**src/rtl/arbiter_pkg.sv**
```systemverilog
// rtl/arbiter_pkg.sv - shared arbiter modes, states and id width helper
package arbiter_pkg;

    typedef enum logic {
        ARB_FIXED = 1'b0,
        ARB_RR    = 1'b1
    } arb_mode_e;

    typedef enum logic {
        IDLE = 1'b0,
        BUSY = 1'b1
    } arb_state_e;

    // A single requester still gets a one-bit id so ports never collapse to zero width.
    function automatic int id_width(input int n);
        return (n > 1) ? $clog2(n) : 1;
    endfunction

endpackage

```
**src/rtl/arbiter_prio_pick.sv**
```systemverilog
// rtl/arbiter_prio_pick.sv - combinational picker: first set request bit at or after start, wrapping
module arbiter_prio_pick #(
    parameter int N  = 4,
    parameter int IW = 2
) (
    input  logic [N-1:0]  req,
    input  logic [IW-1:0] start,
    output logic [N-1:0]  onehot,
    output logic [IW-1:0] idx,
    output logic          found
);

    int pos;

    always_comb begin
        onehot = '0;
        idx    = '0;
        found  = 1'b0;
        pos    = 0;
        for (int i = 0; i < N; i++) begin
            pos = int'(start) + i;
            if (pos >= N) begin
                pos = pos - N;
            end
            if (!found && req[IW'(pos)]) begin
                found              = 1'b1;
                idx                = IW'(pos);
                onehot[IW'(pos)]   = 1'b1;
            end
        end
    end

endmodule

```
**src/rtl/arbiter_rr_n.sv**
```systemverilog
// rtl/arbiter_rr_n.sv - N-way fixed/round-robin arbiter with bounded tenure and registered one-hot grant
module arbiter_rr_n
    import arbiter_pkg::*;
#(
    parameter int        NUM_REQ  = 4,
    parameter arb_mode_e MODE     = ARB_RR,
    parameter int        MAX_HOLD = 8
) (
    input  logic                          clk,
    input  logic                          rst,
    input  logic [NUM_REQ-1:0]            request,
    output logic [NUM_REQ-1:0]            grant,
    output logic                          grant_valid,
    output logic [id_width(NUM_REQ)-1:0]  grant_id
);

    localparam int              IW        = id_width(NUM_REQ);
    localparam int              HW        = $clog2(MAX_HOLD + 1);
    localparam logic [HW-1:0]   HOLD_LAST = HW'(MAX_HOLD - 1);
    localparam logic [IW-1:0]   LAST_INIT = IW'(NUM_REQ - 1);

    arb_state_e          state_q,   state_d;
    logic [NUM_REQ-1:0]  grant_q,   grant_d;
    logic [IW-1:0]       grant_id_q, grant_id_d;
    logic [HW-1:0]       hold_q,    hold_d;
    logic [IW-1:0]       last_id_q, last_id_d;

    logic [NUM_REQ-1:0]  pick_req;
    logic [IW-1:0]       pick_start;
    logic [NUM_REQ-1:0]  pick_onehot;
    logic [IW-1:0]       pick_idx;
    logic                pick_found;
    logic                owner_req;
    logic                new_tenure;
    logic                go_idle;

    // While busy the current owner is masked out, so any pick is a hand-over to someone else.
    assign pick_req  = (state_q == IDLE) ? request : (request & ~grant_q);
    assign owner_req = |(request & grant_q);

    always_comb begin
        pick_start = '0;
        if (MODE == ARB_RR && last_id_q != LAST_INIT) begin
            pick_start = last_id_q + IW'(1);
        end
    end

    arbiter_prio_pick #(
        .N  (NUM_REQ),
        .IW (IW)
    ) u_pick (
        .req    (pick_req),
        .start  (pick_start),
        .onehot (pick_onehot),
        .idx    (pick_idx),
        .found  (pick_found)
    );

    always_comb begin
        state_d    = state_q;
        grant_d    = grant_q;
        grant_id_d = grant_id_q;
        hold_d     = hold_q;
        last_id_d  = last_id_q;
        new_tenure = 1'b0;
        go_idle    = 1'b0;

        unique case (state_q)
            IDLE: begin
                if (pick_found) begin
                    new_tenure = 1'b1;
                end else begin
                    go_idle = 1'b1;
                end
            end
            BUSY: begin
                if (!owner_req) begin
                    if (pick_found) begin
                        new_tenure = 1'b1;
                    end else begin
                        go_idle = 1'b1;
                    end
                end else if (hold_q != HOLD_LAST) begin
                    hold_d = hold_q + HW'(1);
                end else if (pick_found) begin
                    new_tenure = 1'b1;
                end
            end
            default: go_idle = 1'b1;
        endcase

        if (new_tenure) begin
            state_d    = BUSY;
            grant_d    = pick_onehot;
            grant_id_d = pick_idx;
            hold_d     = '0;
            last_id_d  = pick_idx;
        end else if (go_idle) begin
            state_d    = IDLE;
            grant_d    = '0;
            grant_id_d = '0;
            hold_d     = '0;
        end
    end

    always_ff @(posedge clk or posedge rst) begin
        if (rst) begin
            state_q    <= IDLE;
            grant_q    <= '0;
            grant_id_q <= '0;
            hold_q     <= '0;
            last_id_q  <= LAST_INIT;
        end else begin
            state_q    <= state_d;
            grant_q    <= grant_d;
            grant_id_q <= grant_id_d;
            hold_q     <= hold_d;
            last_id_q  <= last_id_d;
        end
    end

    assign grant       = grant_q;
    assign grant_valid = |grant_q;
    assign grant_id    = grant_id_q;

endmodule

```
**config.mk**
```make
export PLATFORM = sky130hd
export DESIGN_NAME = arbiter_rr_n
export DESIGN_NICKNAME = d
export VERILOG_FILES = /design/src/rtl/arbiter_pkg.sv /design/src/rtl/arbiter_prio_pick.sv /design/src/rtl/arbiter_rr_n.sv
export SDC_FILE = /design/constraint.sdc
export NUM_CORES = 1
export LEC_CHECK = 0
export BUFFER_PORTS_ARGS = -buffer_cell sky130_fd_sc_hd__buf_2
export CORE_AREA = 2 2 54 56
export CTS_BUF_LIST = sky130_fd_sc_hd__clkbuf_4 sky130_fd_sc_hd__clkbuf_8
export CTS_CLUSTER_SIZE = 20
export DETAILED_ROUTE_END_ITERATION = 16
export DIE_AREA = 0 0 56 58
export GPL_TIMING_DRIVEN = 0
export HOLD_SLACK_MARGIN = 0.08
export PLACE_DENSITY_LB_ADDON = 0.3
export SLEW_MARGIN = 25
export SYNTH_ARGS = -nofsm -noshare
export SYNTH_HDL_FRONTEND = slang
export SYNTH_HIERARCHICAL = 1
export SYNTH_SLANG_ARGS = --single-unit
```
**constraint.sdc**
```tcl
create_clock -name clk -period 5 [get_ports clk]
set_input_delay 0.5 -clock clk [delete_from_list [all_inputs] [get_ports clk]]
set_output_delay 0.5 -clock clk [all_outputs]
set_load 0.05 [all_outputs]
```
# [Word-level counts from Yosys, hierarchy flattened]
# Cells that the tools add are included.
[totals] output_inout_bits=7 wordCells=108 ff_bits=13 inputBits=6
[classes] n_addsub=9 n_lt_le_gt_ge=12 n_bitwise=7 n_reduce_logical=17 mux=56 n_eq_ne=2
[ops] op="$mux 4" n=12
[ops] op="$mux 1" n=23
[ops] op="$mux 2" n=11
[ops] op="$lt 2x4->1 const B" n=4
[ops] op="$or 4x4->4" n=3
[ops] op="$ge 3x3->1 const B" n=3
[ops] op="$reduce_bool 3->1" n=3
[ops] op="$and 4x4->4" n=2
[ops] op="$bmux 1 s2" n=4
[ops] op="$demux 1 s2" n=4
[ops] op="$ge 2x1->1 const B" n=4
[ops] op="$reduce_or 4->1" n=2
[ops] op="$sub 2x1->2 const B" n=4
[ops] op="$logic_and 1x1->1" n=7
[ops] op="$add 2x2->3 const B" n=2
[ops] op="$add 4x1->4 const B" n=1
[ops] op="$ne 4x3->1 const B" n=1
[ops] op="$not 4->4" n=1
[ops] op="$pmux 1 s2" n=2
[ops] op="$add 2x1->3 const B" n=1
[ops] op="$ge 2x3->1 const B" n=1
[ops] op="$logic_not 1->1" n=3
[ops] op="$reduce_and 3->1" n=1
[ops] op="$add 2x1->2 const B" n=1
[ops] op="3 further kinds" n=3

# [Logic depth before layout (Yosys ltp)]
[depth] ltp_word=23 ltp_mapped=12 depth_no_buf=10

# [Cells and area by module]
# The synthesis kept the hierarchy.
[modules_own_cells] module="arbiter_rr_n" instances=1 cells_each=66 seq_area_each_um2=327.8 area_per_inst_um2=681.9
[modules_own_cells] module="arbiter_prio_pick" instances=1 cells_each=63 seq_area_each_um2=0.0 area_per_inst_um2=500.5

# [Worst setup path before layout]
# OpenSTA, ideal clock, no wires.
[synth_path] kind="register -> register" startpoint="register last_id_q[0]" endpoint="register grant_id_q[0], in the netlist grant_id[0]" synth_period_minus_slack_ns=3.165 arrival_ns=3.064 slack_ns=1.835 required_time_ns=4.899 n_path_buf=2 setup_time_ns=0.101 stages_incl_launch_ff=13 path_cell_list="dfstp_2 -> ha_1 -> nor2_1 -> buf_4 -> inv_1 -> ha_1 -> clkbuf_1 -> mux4_2 -> nor2_2 -> nand2_1 -> inv_1 -> nor2_2 -> o32ai_1"
[synth_between] elab_chain_len=22 word_cells_on_any_way=53 cone_classes="add/sub: 8; order compare: 4; eq/ne: 1; mux: 33; reduce/logical: 7"
[synth_rtl] element="from (decl)" line="arbiter_rr_n.sv:26" rtl="logic [IW-1:0] last_id_q, last_id_d;"
[synth_rtl] element="from (signal assigned)" line="arbiter_rr_n.sv:118" rtl="last_id_q <= last_id_d;"
[synth_rtl] element="$add 2x1->2 or $ne 2x2->1 (tied branches)" line="arbiter_rr_n.sv:44, arbiter_rr_n.sv:43"
[synth_rtl] element="$mux 2 (*)" line="arbiter_rr_n.sv:43" rtl="if (MODE == ARB_RR && last_id_q != LAST_INIT) begin"
[synth_rtl] element="named net pick_start[0]" line="arbiter_rr_n.sv:29" rtl="logic [IW-1:0] pick_start;"
[synth_rtl] element="parallel branches: the longest is 14 deep, another holds $add 2x1->3"
[synth_rtl] element="$mux 1 (*)" line="arbiter_prio_pick.sv:25" rtl="if (!found && req[IW'(pos)]) begin"
[synth_rtl] element="named net pick_found" line="arbiter_rr_n.sv:32" rtl="logic pick_found;"
[synth_rtl] element="$mux 1" line="arbiter_rr_n.sv:70, arbiter_rr_n.sv:78, arbiter_rr_n.sv:85"
[synth_rtl] element="$mux 1" line="arbiter_rr_n.sv:83" rtl="end else if (hold_q != HOLD_LAST) begin"
[synth_rtl] element="$mux 1" line="arbiter_rr_n.sv:77" rtl="if (!owner_req) begin"
[synth_rtl] element="$pmux 1 s2" line="arbiter_rr_n.sv:68" rtl="unique case (state_q)"
[synth_rtl] element="$mux 2 or $reduce_bool 2->1 (tied branches)"
[synth_rtl] element="to (signal assigned)" line="arbiter_rr_n.sv:116" rtl="grant_id_q <= grant_id_d;"
[synth_rtl] element="to (decl)" line="arbiter_rr_n.sv:24" rtl="logic [IW-1:0] grant_id_q, grant_id_d;"
# Mark *: on every way through the listed nets, which the timed path passes. The select of a mux whose other input is x is not followed.
# A chain may end at the register's enable or synchronous reset.

# [Final worst setup path]
[layout_path] startpoint="register last_id_q[0]" endpoint="register grant_id_q[1], in the netlist grant_id[1]"
# The elaborated chain is that of the path after synthesis.

==> metrics <==
status completed; Fin Setup TNS 0 ps; core area around 2700 sq um; CTS tree built; largest net degree at the start of global routing 14; HPWL Detailed 2010 um; Req. time, crit path between 5000 and 6000 ps; Tmin final 3720 ps; hold slack around 230 ps; Fin. Hold Viols 0; critical-path cell list ha_1 -> nor2_1 -> buf_4 -> inv_1 -> ha_1 -> clkbuf_1 -> mux4_2 -> nor2_2 -> nand2_1 -> inv_1 -> nor2_2 -> o32ai_1; met1 wire length 1150 um; Slowest-stage cell, CP nor2_1; Vias/cell 6.20; Top Metal Used met4; Initial Util between 40 and 50%; Setup crit start kind register; Ports 13; Post-Place Cell Area 1280 sq um; Worst-Skew Late Latency 270 ps; design area 1310 sq um; cts hold-fix bufs 0; antenna violations before repair 0; Synth warnings 6; arrival time worst endpoint between 3000 and 4000 ps; gpl congestion 0.849; Chip Width 56 um; cell count after synthesis approximately 130; drt pass-1 iters 4; Rows 19; final period utilization 74.4%; Max Slew Vio Count 0; die area between 3000 and 4000 sq um; Post-Syn Area 1180 sq um; post-route ant nets 0; Yosys top cell area share 23.3%; met2 WL 1310 um; clk slew on worst S/H paths ~70 ps; ANT cells 0; WP buf/inv 4; Vias 1092; setup violators final 0; clock buffer depth 2; total gr overflow 0; Max-Cap Viols 0; register area share after synthesis 27.7%; post-synth top area cell dfrtp_1; fin nets 162; CTS root buffer clkbuf_4; clock sink count 13; DR WL/cell 14.8 um; Area Growth Syn to Fin 10.9%; Syn Area/Cell 9.17 sq um; Crit path max-delay family simple AND/OR/NAND/NOR gates; max_slew headroom 47.6%; top cells by area, synth dfrtp_1 (23%), ha_1 (11%), mux4_2 (7.6%), nand2_1 (5.7%), dfstp_2 (4.4%); I/O Buffers 12; Worst Path Class, Setup register to register; RSZ-0062 raised after global routing no; CP endpoint kind register; first-pass GRT wire length 4440 um; Clock Skews 1.56 ps; GRT Overall Usage 17.0%; Synth cell types 34; Detailed Route Iter0 Violations 39; Crit Path Max Fanout 10; crit-path max cell delay 460 ps; Routed WL 2600 um; share of cells above drive strength 1 22.1%; routed wire length on met3 72 um; drt drc 0; Syn Nets 145; Worst-Margin Slew 780 ps; number of global-route vias before repair 1053; CTS Buf Count 3; Hold Path Class primary input to asynchronous set/reset pin; CTS H-tree lvls 1; Die Ht 58 um; Fmax approximately 270 MHz; Post-CTS Resized 0; Synth Register Bits 13; setup bufs post-CTS 0
[path summary, 6_finish.rpt]
kind                                   start           end  slack, ps  cells past startpoint
max in group asynchronous                rst  last_id_q[1]       4430                      2
worst max register to register  last_id_q[0]   grant_id[1]       1280                     12
worst min register to register  last_id_q[0]  last_id_q[0]        530                      2
worst max-delay path            last_id_q[0]   grant_id[1]       1280                     12
worst min-delay path                     rst     hold_q[0]        230                      2
min in group clk                last_id_q[0]  last_id_q[0]        530                      2
[layout make-up]
class	instances	area [sq um]
repair buffers	12	60.1
flip-flops and latches	13	328
well taps	31	38.8
clock buffers	4	30.0
fillers	257	1350
multi-input cells	101	778
inverters	10	37.5
plain buffers	5	38.8
[metal layers]
layer	vias up	global-route usage (%)
met5	-	0
met4	0	11.6
met3	8	1.56
met2	30	27.9
met1	537	21.5
li1	517	-
[Yosys cell counts]
cell and number:
clkbuf_1 1, inv_1 10, o21ai_1 1, nand3b_2 1, a31oi_1 2, o21ai_0 6, nand2b_1 1, buf_4 1
mux2i_1 5, nand2_1 18, a221oi_1 2, buf_2 1, nand3_1 7, nor2_2 2, nor2b_1 4, nand4_1 1
mux4_2 4, a22o_2 1, o31ai_1 1, o32ai_1 6, o221ai_1 1, ha_1 10, dfstp_2 2, dfrtp_1 11
nor3_1 6, a22o_4 1, xnor2_1 1, nor4b_1 2, o211a_4 1, a21boi_0 4, nor2_1 5, o211ai_1 4
o2111ai_1 4, buf_6 2
[placed cells by master, fill, tap and decap left out, types with 2 or more instances in the layout]
cell type,n
buf_2,13
dfrtp_1,11
o21ai_0,6
a31oi_1,2
nand2_1,18
inv_1,10
nor4b_1,2
nor2_2,2
nor2b_1,4
nor2_1,5
buf_6,2
o32ai_1,6
o2111ai_1,4
a221oi_1,2
dfstp_2,2
mux2i_1,5
o211ai_1,4
a21boi_0,4
clkbuf_4,4
nand3_1,7
ha_1,10
nor3_1,6
mux4_2,4
[flip-flops by register name (all words and copies together), names as in the netlist]
register   cells
hold_q         4
grant          4
grant_id       2
last_id_q      2
state_q        1
[kinds of logic (layout without fill, tap and decap cells)]
logic type / Yosys count / in the layout / synth area share (%)
AOI/OAI and AO/OA: 34 / 34 / 23.2
xor gates and xnor gates: 1 / 1 / 0.741
adders and majority gates: 10 / 10 / 10.6
buffers and inverters: 15 / 31 / 6.45
DFF: 13 / 13 / 27.7
muxes: 9 / 9 / 11.9
and+or+nand+nor: 47 / 47 / 19.5
[metrics by stage]
stage / cells / worst slack [ps] / utilization (%)
2_1_floorplan: 129 / 1830 / -
3_3_place_gp: 172 / 1370 / 48.1
3_5_place_dp: 172 / 1290 / 48.1
4_1_cts: 176 / 1260 / 49.2
5_1_grt: 176 / 923 / 49.2
6_report: 176 / 1280 / 49.2
Power is left out: the tool's default activity adds up to more than one toggle a clock period on the data nets, which glitch-free logic cannot reach.
